--- config.mk ---
export PLATFORM = sky130hd
export DESIGN_NAME = wb_stage
export DESIGN_NICKNAME = d
export VERILOG_FILES = /design/src/rtl/wb_stage.sv
export SDC_FILE = /design/constraint.sdc
export NUM_CORES = 1
export LEC_CHECK = 0
export ABC_AREA = 1
export ABC_CLOCK_PERIOD_IN_PS = 1510
export CAP_MARGIN = 20
export CORE_MARGIN = 4
export CORE_UTILIZATION = 40
export DETAILED_ROUTE_END_ITERATION = 12
export PLACE_DENSITY = 0.9
export SYNTH_ARGS = -nofsm -noshare
export SYNTH_HDL_FRONTEND = slang
export SYNTH_SLANG_ARGS = --single-unit
export TNS_END_PERCENT = 1
--- constraint.sdc ---
create_clock -name clk -period 1.51 [get_ports clk]
set_clock_uncertainty 0.1 [all_clocks]
set_input_delay 0.151 -clock clk [delete_from_list [all_inputs] [get_ports clk]]
set_output_delay 0.151 -clock clk [all_outputs]
set_load 0.02 [all_outputs]
--- src/rtl/wb_stage.sv ---
// ---------------------------------------------------------------------------
// wb_stage : ARM write-back stage (MEM/WB register, ALU/load select, load hold)
// Optional: WB_RETIRE_CNT_EN adds a 32-bit retire counter.   Rev 1.0
// ---------------------------------------------------------------------------
`default_nettype none

module wb_stage #(
  parameter int DATA_W = 32,
  parameter int REG_W  = 4
) (
  input  logic              clk,
  input  logic              rst,
  input  logic              mem_valid,
  input  logic              mem_wb_en,
  input  logic              mem_r_en,
  input  logic [REG_W-1:0]  mem_dest,
  input  logic [DATA_W-1:0] alu_result,
  input  logic [DATA_W-1:0] mem_rdata,
  input  logic              mem_rdata_valid,
  output logic              wb_ready,
`ifdef WB_RETIRE_CNT_EN
  output logic [31:0]       retire_cnt,
`endif
  output logic [REG_W-1:0]  Dest_wb,
  output logic [DATA_W-1:0] Result_WB,
  output logic              writeBackEn
);

  typedef enum logic [0:0] {
    IDLE      = 1'b0,
    LOAD_WAIT = 1'b1
  } state_t;

  state_t              state_q, state_d;
  logic [REG_W-1:0]    dest_q, dest_d;
  logic [DATA_W-1:0]   result_q, result_d;
  logic                wben_q, wben_d;
  logic [REG_W-1:0]    ld_dest_q, ld_dest_d;
  logic                ld_wben_q, ld_wben_d;
  logic                retire;

  assign wb_ready    = (state_q == IDLE);
  assign Dest_wb     = dest_q;
  assign Result_WB   = result_q;
  assign writeBackEn = wben_q;

  always_comb begin
    state_d   = state_q;
    dest_d    = dest_q;
    result_d  = result_q;
    wben_d    = 1'b0;
    ld_dest_d = ld_dest_q;
    ld_wben_d = ld_wben_q;
    retire    = 1'b0;
    case (state_q)
      IDLE: begin
        if (mem_valid) begin
          if (mem_r_en) begin
            ld_dest_d = mem_dest;
            ld_wben_d = mem_wb_en;
            state_d   = LOAD_WAIT;
          end else begin
            retire = 1'b1;
            wben_d = mem_wb_en;
            // Destination/data only move on a real write so they hold otherwise
            if (mem_wb_en) begin
              dest_d   = mem_dest;
              result_d = alu_result;
            end
          end
        end
      end
      LOAD_WAIT: begin
        if (mem_rdata_valid) begin
          retire  = 1'b1;
          wben_d  = ld_wben_q;
          state_d = IDLE;
          if (ld_wben_q) begin
            dest_d   = ld_dest_q;
            result_d = mem_rdata;
          end
        end
      end
      default: state_d = IDLE;
    endcase
  end

  always_ff @(posedge clk or posedge rst) begin
    if (rst) begin
      state_q   <= IDLE;
      dest_q    <= '0;
      result_q  <= '0;
      wben_q    <= 1'b0;
      ld_dest_q <= '0;
      ld_wben_q <= 1'b0;
    end else begin
      state_q   <= state_d;
      dest_q    <= dest_d;
      result_q  <= result_d;
      wben_q    <= wben_d;
      ld_dest_q <= ld_dest_d;
      ld_wben_q <= ld_wben_d;
    end
  end

`ifdef WB_RETIRE_CNT_EN
  logic [31:0] cnt_q;

  always_ff @(posedge clk or posedge rst) begin
    if (rst) begin
      cnt_q <= '0;
    end else if (retire) begin
      cnt_q <= cnt_q + 32'd1;
    end
  end

  assign retire_cnt = cnt_q;
`else
  logic unused_retire;
  assign unused_retire = retire;
`endif

endmodule

`default_nettype wire
==> Word-level counts from Yosys, hierarchy flattened <==
Cells that the tools add are included.
{ "totals": {"inputBits": 74, "regBits": 43, "elab_cells": 34} }
{ "op_classes": {"bitwise": 1, "n_eq_ne": 5, "n_reduce_logical": 2, "n_mux": 20} }
{ "ops": {"columns": ["operator", "n"], "rows": [
  ["32-bit two-way mux", 5],
  ["32-bit case mux with 2 select lines", 1],
  ["4-bit two-way mux", 5],
  ["2-bit inequality test, second input constant", 4],
  ["4-bit case mux with 2 select lines", 1],
  ["1-bit two-way mux", 6],
  ["5-bit AND reduction", 1],
  ["1-bit case mux with 2 select lines", 2],
  ["3-bit AND reduction", 1],
  ["2-bit by 1-bit inequality test with 1-bit output, second input constant", 1],
  ["1-bit NOT", 1]
]} }

==> Longest topological paths before layout <==
Gate-level depths: netlist of run 1.
{ "depth": {"ltp_word": 4, "mapped_depth": 7, "ltp_nobuf": 6} }

==> Worst setup path after synthesis of run 1 <==
Ideal clock, no wire load.
{ "synth_path": {"path_kind": "register to register", "from": "register state_q", "to": "register dest_q[0], in the netlist Dest_wb[0]", "path_slack_ps": 288, "n_path_buf": 2, "path_stages_with_launch": 7, "setup_ps": 117, "t_required_ps": 1293, "arrival_ps": 1006, "path_cell_list": "dfrtp_1 > buf_6 > nor2_4 > nand2_4 > buf_2 > nand3_1 > nand2_1"} }
{ "synth_via": {"elab_chain_cells": 3, "word_cells_on_any_way": 8} }
{ "synth_rtl": {"columns": ["item", "line", "rtl"], "rows": [
  ["from (decl)", "34", "state_t state_q, state_d;"],
  ["from (signal assigned)", "97", "state_q <= state_d;"],
  ["1-bit NOT (no source line)", null, null],
  ["2-bit inequality test (no source line)", null, null],
  ["5-bit AND reduction (no source line)", null, null],
  ["to (signal assigned)", "98", "dest_q <= dest_d;"],
  ["to (decl)", "35", "logic [REG_W-1:0] dest_q, dest_d;"]
]} }
Several ways; a longest one is shown, not always the timed one.
A chain may end at the register's enable or synchronous reset.

==> Worst setup path in the final report of run 1 <==
{ "layout_path": {"from": "register state_q", "to": "register result_q[7], in the netlist Result_WB[7]"} }
{ "layout_via": {"elab_chain_cells": 3, "word_cells_on_any_way": 8} }
{ "layout_rtl": {"columns": ["item", "line", "rtl"], "rows": [
  ["1-bit NOT (no source line)", null, null],
  ["2-bit inequality test (no source line)", null, null],
  ["5-bit AND reduction (no source line)", null, null],
  ["to (signal assigned)", "99", "result_q <= result_d;"],
  ["to (decl)", "36", "logic [DATA_W-1:0] result_q, result_d;"]
]} }
Several ways; a longest one is shown, not always the timed one.

==> implementation parameters, run 1 <==
Parameter                              Value

Critical path
  Startpoint type of the worst setup path    flop
  Endpoint kind of the worst setup timing path    flop
  Maximum cell stage delay along the critical path    0.45 ns
  Crit Path Category    reg2reg
  Crit path cell chain    buf_4 -> nor2_4 -> nand2_4 -> nand2_8 -> nand2_1 -> nand2_1
  CP bufs+invs    1
  Cell at the slowest stage of the critical path    sky130_fd_sc_hd__dfrtp_2
  Top cell family by delay on the critical path    simple AND/OR/NAND/NOR gates
  Req. time, crit path    1.63 ns
  Most repeated library cell on the critical path    sky130_fd_sc_hd__nand2_1
  Largest fanout of any net on the critical path    37
  Worst endpoint data arrival time    1.51 ns

Die
  Initial core utilization    41.9%
  Total Die Area    6700 um^2
  Chip Height    81.9 um
  Rows    26
  Core footprint    5200 um^2
  Horizontal die dimension    81.9 um
  Number of top-level pins    112

Pwr
  Cell area power density    1210 nW/um^2
  Clock network power share    16.3%
  Part of the power in combinational logic    42.7%
  Worst supply voltage drop on vdd    729 uV
  Power share of the sequential group    41.0%
  Sw frac    37.4%
  Switching pwr    1.56 mW
  P_int    2.61 mW
  Leak Pwr    1.94 nW

Finish
  Final Non-Filler Cells    478
  Post-route standard cell area excluding fillers    3440 um^2
  N_diodes    0
  Share of cells above drive strength 1    5.64%
  Finished Core Util    66.2%
  Final-stage net count    481
  P&R area growth vs syn    57.8%

Timing
  Slew Viols, Final    0
  Final period util    92.1%
  Worst Hold Slack    0.131 ns
  Tmin final    1.39 ns
  Number of hold violations in the final report    0
  Final setup TNS    0 ns
  Setup repair after global routing missed its margin    false
  Peak Freq    719 MHz
  Worst slew margin relative to its limit    77.4%
  Setup Viol. Count Final    0
  Slew @ Worst Pin    0.339 ns

Place
  Post-Place Cells    470
  Detail Placement HPWL    4.65 mm
  Placed Area    3370 um^2
  I/O Buffers    111
  Final weighted congestion in routability-driven placement    0.806

Clocking
  CTS sink cnt    43
  Buffer levels on the longest clock path    2
  Clock tree from TritonCTS    built
  H-tree levels    2
  Clock buffer count from CTS    5
  Skew-Pair Late Insertion Delay    0.28 ns
  Cell chosen for the clock root    sky130_fd_sc_hd__clkbuf_8
  Post-CTS setup buffer count    0
  Clock slew at reported path FFs    0.07 ns

Yosys
  Mean area per synthesized cell    7.32 um^2
  Seq/Total Area, Yosys    49.3%
  Combined area of all synthesized cells    2180 um^2
  Synth area leader    sky130_fd_sc_hd__dfrtp_1
  Post-synthesis register bit count    43
  Cell count after synthesis    298
  Dominant synthesized flop cell    sky130_fd_sc_hd__dfrtp_1
  Top cells by area in the synthesized netlist    sky130_fd_sc_hd__dfrtp_1 (49%), sky130_fd_sc_hd__nand2_1 (31%), sky130_fd_sc_hd__nand3_1 (8.3%), sky130_fd_sc_hd__buf_2 (3.0%), sky130_fd_sc_hd__o21ai_0 (2.1%)
  Share of Yosys cell area claimed by the top area cell type    49.3%
  Warning count from the yosys run    0
  Ranking of synthesized cells by instance count    sky130_fd_sc_hd__nand2_1 (178), sky130_fd_sc_hd__dfrtp_1 (43), sky130_fd_sc_hd__nand3_1 (36)
  EDFF count, synth    0
  Post-synthesis cell type count    15
  Leading cell type by number of instances after synthesis    sky130_fd_sc_hd__nand2_1
  Async set or reset register ratio after synthesis    100%
  Synthesized netlist net count    372

Global routing
  Total global routing overflow    0
  GRT Total Usage    19.1%
  First-pass GRT wire length    9.95 mm
  Number of antenna violations at the first check in global routing    0
  Largest net degree at the start of global routing    44
  Number of global-route vias before repair    2,165

Route
  Number of DRC markers in iteration 0    135
  Wire length reported by the detailed router    6.16 mm
  Average wire per standard cell    12.9 um
  Number of DRC violations after detailed routing    0
  Detailed-route vias per instance    4.69
  Number of detailed-routing iterations run before antenna repair    4
  Number of nets still failing antenna checks after routing    0
  Via count    2,240

Run
  Max-capacitance violation count    0

Status
  Result of the run    complete, no violations

Hold path
  Worst hold-check path type    in2async
## layout by cell type (no fill, tap or decap), drive strengths merged
master	n
inv	8
clkbuf	7
nand3	37
buf	9
dlygate4sd2	29
clkinv	1
clkdlybuf4s50	73
o21ai	10
nand2	180
dfrtp	43
dlymetal6s2s	9
nor2	2
## cell families after synthesis
group / Yosys count / synth area share, %
and+or+nand+nor: 219 / 41.8
DFF: 43 / 49.3
buffers and inverters: 26 / 6.59
AOI/OAI and AO/OA: 10 / 2.29
## repair_timing
item                       CTS  global route
resized for setup           29            11
setup endpoints to repair   29            14
hold buffers                 0             0
## stage by stage
stage / worst slack (ns) / power (mW)
after floorplan: 0.256 / 2.68
after global placement: 0.0517 / 3.66
after detailed placement: 0.0278 / 3.73
after CTS: 0.00149 / 4.23
after global routing: 0.00380 / 4.46
final: 0.120 / 4.17
## per-layer routing
| metal | wire, um | track usage [%] | vias up |
|---|---|---|---|
| met2 | 3100 | 34.2 | 78 |
| met1 | 2550 | 22.9 | 1022 |
| li1 | - | - | 1138 |
| met3 | 510 | 6.03 | 2 |
| met5 | 0 | 0 | - |
| met4 | 8 | 2.49 | 0 |
## area by class of cell
cell class              instances  area [um^2]
flip-flops and latches         43         1080
fillers                       459         1760
repair buffers                120         1200
well taps                      70         87.6
clock buffers                   7         76.3
clock inverters                 1         5.00
inverters                       8         30.0
multi-input cells             229          965
## path summary, 6_finish.rpt
check                               from       endpoint  slack, ns  cells after the start
min in group clk             mem_dest[2]   ld_dest_q[2]       0.35                      3
hold / removal                       rst   Result_WB[7]       0.13                      3
max in group asynchronous            rst        state_q       0.97                      3
setup / recovery                 state_q   Result_WB[7]       0.12                      6
setup reg to reg                 state_q   Result_WB[7]       0.12                      6
hold reg to reg            Result_WB[23]  Result_WB[23]       0.40                      2
## worst min-delay path: stages
cell and delay, ns:
sky130_fd_sc_hd__clkdlybuf4s50_1 0.42, sky130_fd_sc_hd__inv_2 0.08, sky130_fd_sc_hd__buf_12 0.23
## power by group through the flow
stage,clock (mW),sequential (mW),combinational (mW)
final,0.680,1.71,1.78
after global placement,0,1.72,1.94
after CTS,0.707,1.71,1.82
after floorplan,0,2.11,0.570
after detailed placement,0,1.74,1.99
after global routing,0.766,1.75,1.95
## state kept, by name (all words and copies together), names as in the netlist
name         count
Result_WB       32
Dest_wb          4
ld_dest_q        4
ld_wben_q        1
state_q          1
writeBackEn      1
No activity file was read; power rests on OpenSTA's default activity.
==> run 2, diff against run 1 <==
--- a/config.mk
+++ b/config.mk
@@ -12,6 +12,8 @@
 export CORE_UTILIZATION = 40
 export DETAILED_ROUTE_END_ITERATION = 12
 export PLACE_DENSITY = 0.9
+export SKIP_CTS_REPAIR_TIMING = 1
+export SKIP_LAST_GASP = 1
 export SYNTH_ARGS = -nofsm -noshare
 export SYNTH_HDL_FRONTEND = slang
 export SYNTH_SLANG_ARGS = --single-unit
==> implementation parameters, run 2 (same netlist as run 1, synthesis figures left out) <==
Parameter                              Value

Timing
  Worst slew margin relative to its limit    77.8% (+0.37 points)
  Peak Freq    647 MHz (-10%)
  Final period util    102% (+10 points)
  Tmin final    1.55 ns (+0.156 ns)
  Number of hold violations in the final report    0 (unchanged)
  Slew @ Worst Pin    0.333 ns (-0.00558 ns)
  Final setup TNS    -0.166 ns (-0.166 ns)
  Setup repair after global routing missed its margin    true
  Setup Viol. Count Final    11 (+11)
  Slew Viols, Final    0 (unchanged)
  Final setup slack of the worst path    -0.0364 ns (-0.156 ns)

Global routing
  Total global routing overflow    0 (unchanged)
  Largest net degree at the start of global routing    44 (unchanged)
  Number of global-route vias before repair    2,165 (unchanged)
  Global route hottest layer    met2
  GRT Total Usage    19.1% (unchanged)
  Global routing usage on met2    34.2% (unchanged)
  Global routing usage on met3    6.03% (unchanged)
  Number of antenna violations at the first check in global routing    0 (unchanged)
  Met1 usage    22.9% (unchanged)
  First-pass GRT wire length    9.95 mm (unchanged)

Finish
  N_diodes    0 (unchanged)
  Final Non-Filler Cells    478 (unchanged)
  Share of cells above drive strength 1    5.15% (-0.49 points)
  Largest register FFs    32 (unchanged)
  Most used cells in the layout excluding fill and tap cells    sky130_fd_sc_hd__nand2_1 (178), sky130_fd_sc_hd__clkdlybuf4s50_1 (110), sky130_fd_sc_hd__dfrtp_1 (43)
  P&R area growth vs syn    58.4%
  Leading cell type in the layout, fill and taps excluded    sky130_fd_sc_hd__nand2_1
  Final-stage net count    481 (unchanged)

Pwr
  Switching pwr    1.57 mW (+0.46%)
  Worst supply voltage drop on vdd    837 uV (+15%)
  Sw frac    35.9% (-1.6 points)
  P_int    2.80 mW (+7.5%)
  Clock network power share    15.5% (-0.8 points)
  Final Total Pwr    4.37 mW (+4.9%)
  Power share of the sequential group    39.4% (-1.6 points)
  Part of the power in combinational logic    45.1% (+2.4 points)
  Leak Pwr    1.75 nW (-9.7%)
  Cell area power density    1260 nW/um^2 (+4.5%)

Critical path
  Endpoint kind of the worst setup timing path    output port
  Crit path cell chain    clkdlybuf4s50_1
  Largest fanout of any net on the critical path    2 (-95%)
  Startpoint type of the worst setup path    flop
  Crit Path Category    reg2out
  CP bufs+invs    1 (unchanged)
  Req. time, crit path    1.26 ns (-0.37 ns)
  Worst endpoint data arrival time    1.30 ns (-0.21 ns)
  Top cell family by delay on the critical path    buffers and inverters
  Maximum cell stage delay along the critical path    0.62 ns (+0.17 ns)
  Cell at the slowest stage of the critical path    sky130_fd_sc_hd__clkdlybuf4s50_1

Die
  Horizontal die dimension    81.9 um (unchanged)
  Chip Height    81.9 um (unchanged)
  Total Die Area    6700 um^2 (unchanged)
  Number of top-level pins    112 (unchanged)
  Core footprint    5200 um^2 (unchanged)
  Rows    26 (unchanged)
  Initial core utilization    41.9% (unchanged)

Clocking
  Clock tree from TritonCTS    built
  CTS sink cnt    43 (unchanged)
  Clock slew at reported path FFs    0.07 ns (about the same)
  Skew-Pair Late Insertion Delay    0.28 ns (about the same)
  H-tree levels    2 (unchanged)
  Buffer levels on the longest clock path    2 (unchanged)
  Clock buffer count from CTS    5 (unchanged)
  Cell chosen for the clock root    sky130_fd_sc_hd__clkbuf_8

Run
  Max-capacitance violation count    0 (unchanged)

Place
  I/O Buffers    111 (unchanged)
  Final weighted congestion in routability-driven placement    0.806 (unchanged)
  Post-Place Cells    470 (unchanged)
  Detail Placement HPWL    4.65 mm (unchanged)

Route
  Via count    2,228 (-0.54%)
  Number of DRC markers in iteration 0    113 (-16%)
  Number of nets still failing antenna checks after routing    0 (unchanged)
  Number of DRC violations after detailed routing    0 (unchanged)
  Detailed-route vias per instance    4.66 (-0.54%)
  Wire length reported by the detailed router    6.13 mm (-0.54%)
  Average wire per standard cell    12.8 um (-0.54%)
  Number of detailed-routing iterations run before antenna repair    4 (unchanged)

Hold path
  Worst hold-check path type    in2async

Status
  Result of the run    complete, but fails checks
  Violations in the final reports    negative setup slack
[run 2: changes by cell type in the layout (fill, tap and decap cells not counted)]
cell / before / now
sky130_fd_sc_hd__dfrtp_2: 1 / 0
sky130_fd_sc_hd__dlymetal6s2s_1: 9 / 1
sky130_fd_sc_hd__dlygate4sd2_1: 29 / 0
sky130_fd_sc_hd__nand2_2: 1 / 0
sky130_fd_sc_hd__nand2_1: 177 / 178
sky130_fd_sc_hd__clkdlybuf4s50_1: 73 / 110
sky130_fd_sc_hd__dfrtp_1: 42 / 43
[run 2: path summary, 6_finish.rpt]
path | depth (start not counted) | from | to | slack [ns]
worst max-delay path | 1 | Dest_wb[0] | Dest_wb[0] | -0.04
worst min-delay path | 3 | rst | Result_WB[7] | 0.12
worst max register to register | 6 | state_q | Result_WB[7] | 0.11
worst min register to register | 2 | Result_WB[29] | Result_WB[29] | 0.41
max in group asynchronous | 3 | rst | Result_WB[21] | 0.98
min in group clk | 3 | mem_dest[2] | ld_dest_q[2] | 0.34
[run 2: layout make-up]
| type | instances | area [um^2] |
|---|---|---|
| clock buffers | 7 | 76.3 |
| clock inverters | 1 | 5.00 |
| fillers | 445 | 1750 |
| inverters | 8 | 30.0 |
| multi-input cells | 229 | 962 |
| flip-flops and latches | 43 | 1080 |
| well taps | 70 | 87.6 |
| repair buffers | 120 | 1220 |
[run 2: power by group through the flow]
stage,clock [mW],combinational [mW],sequential [mW]
3_5_place_dp,0,1.99,1.74
5_1_grt,0.766,2.14,1.76
3_3_place_gp,0,1.94,1.72
2_1_floorplan,0,0.570,2.11
4_1_cts,0.707,2.00,1.72
6_report,0.679,1.97,1.72
[run 2: per-layer routing]
| metal | part of all wire (%) | up-vias |
|---|---|---|
| li1 | - | 1135 |
| met1 | 41 | 1007 |
| met2 | 51 | 84 |
| met3 | 8.4 | 2 |
| met4 | 0.13 | 0 |
| met5 | 0 | - |
[run 2: per-stage QoR]
step           utilization, %  setup WS [ns]  hold slack, ns  instance area [um^2]
3_5_place_dp             64.8         0.0278           0.393                  3370
4_1_cts                  66.3         -0.161           0.125                  3450
6_report                 66.4        -0.0364           0.125                  3460
5_1_grt                  66.4         -0.101           0.128                  3460
2_1_floorplan               -          0.256           0.132                  2180
3_3_place_gp             64.8         0.0517           0.366                  3370
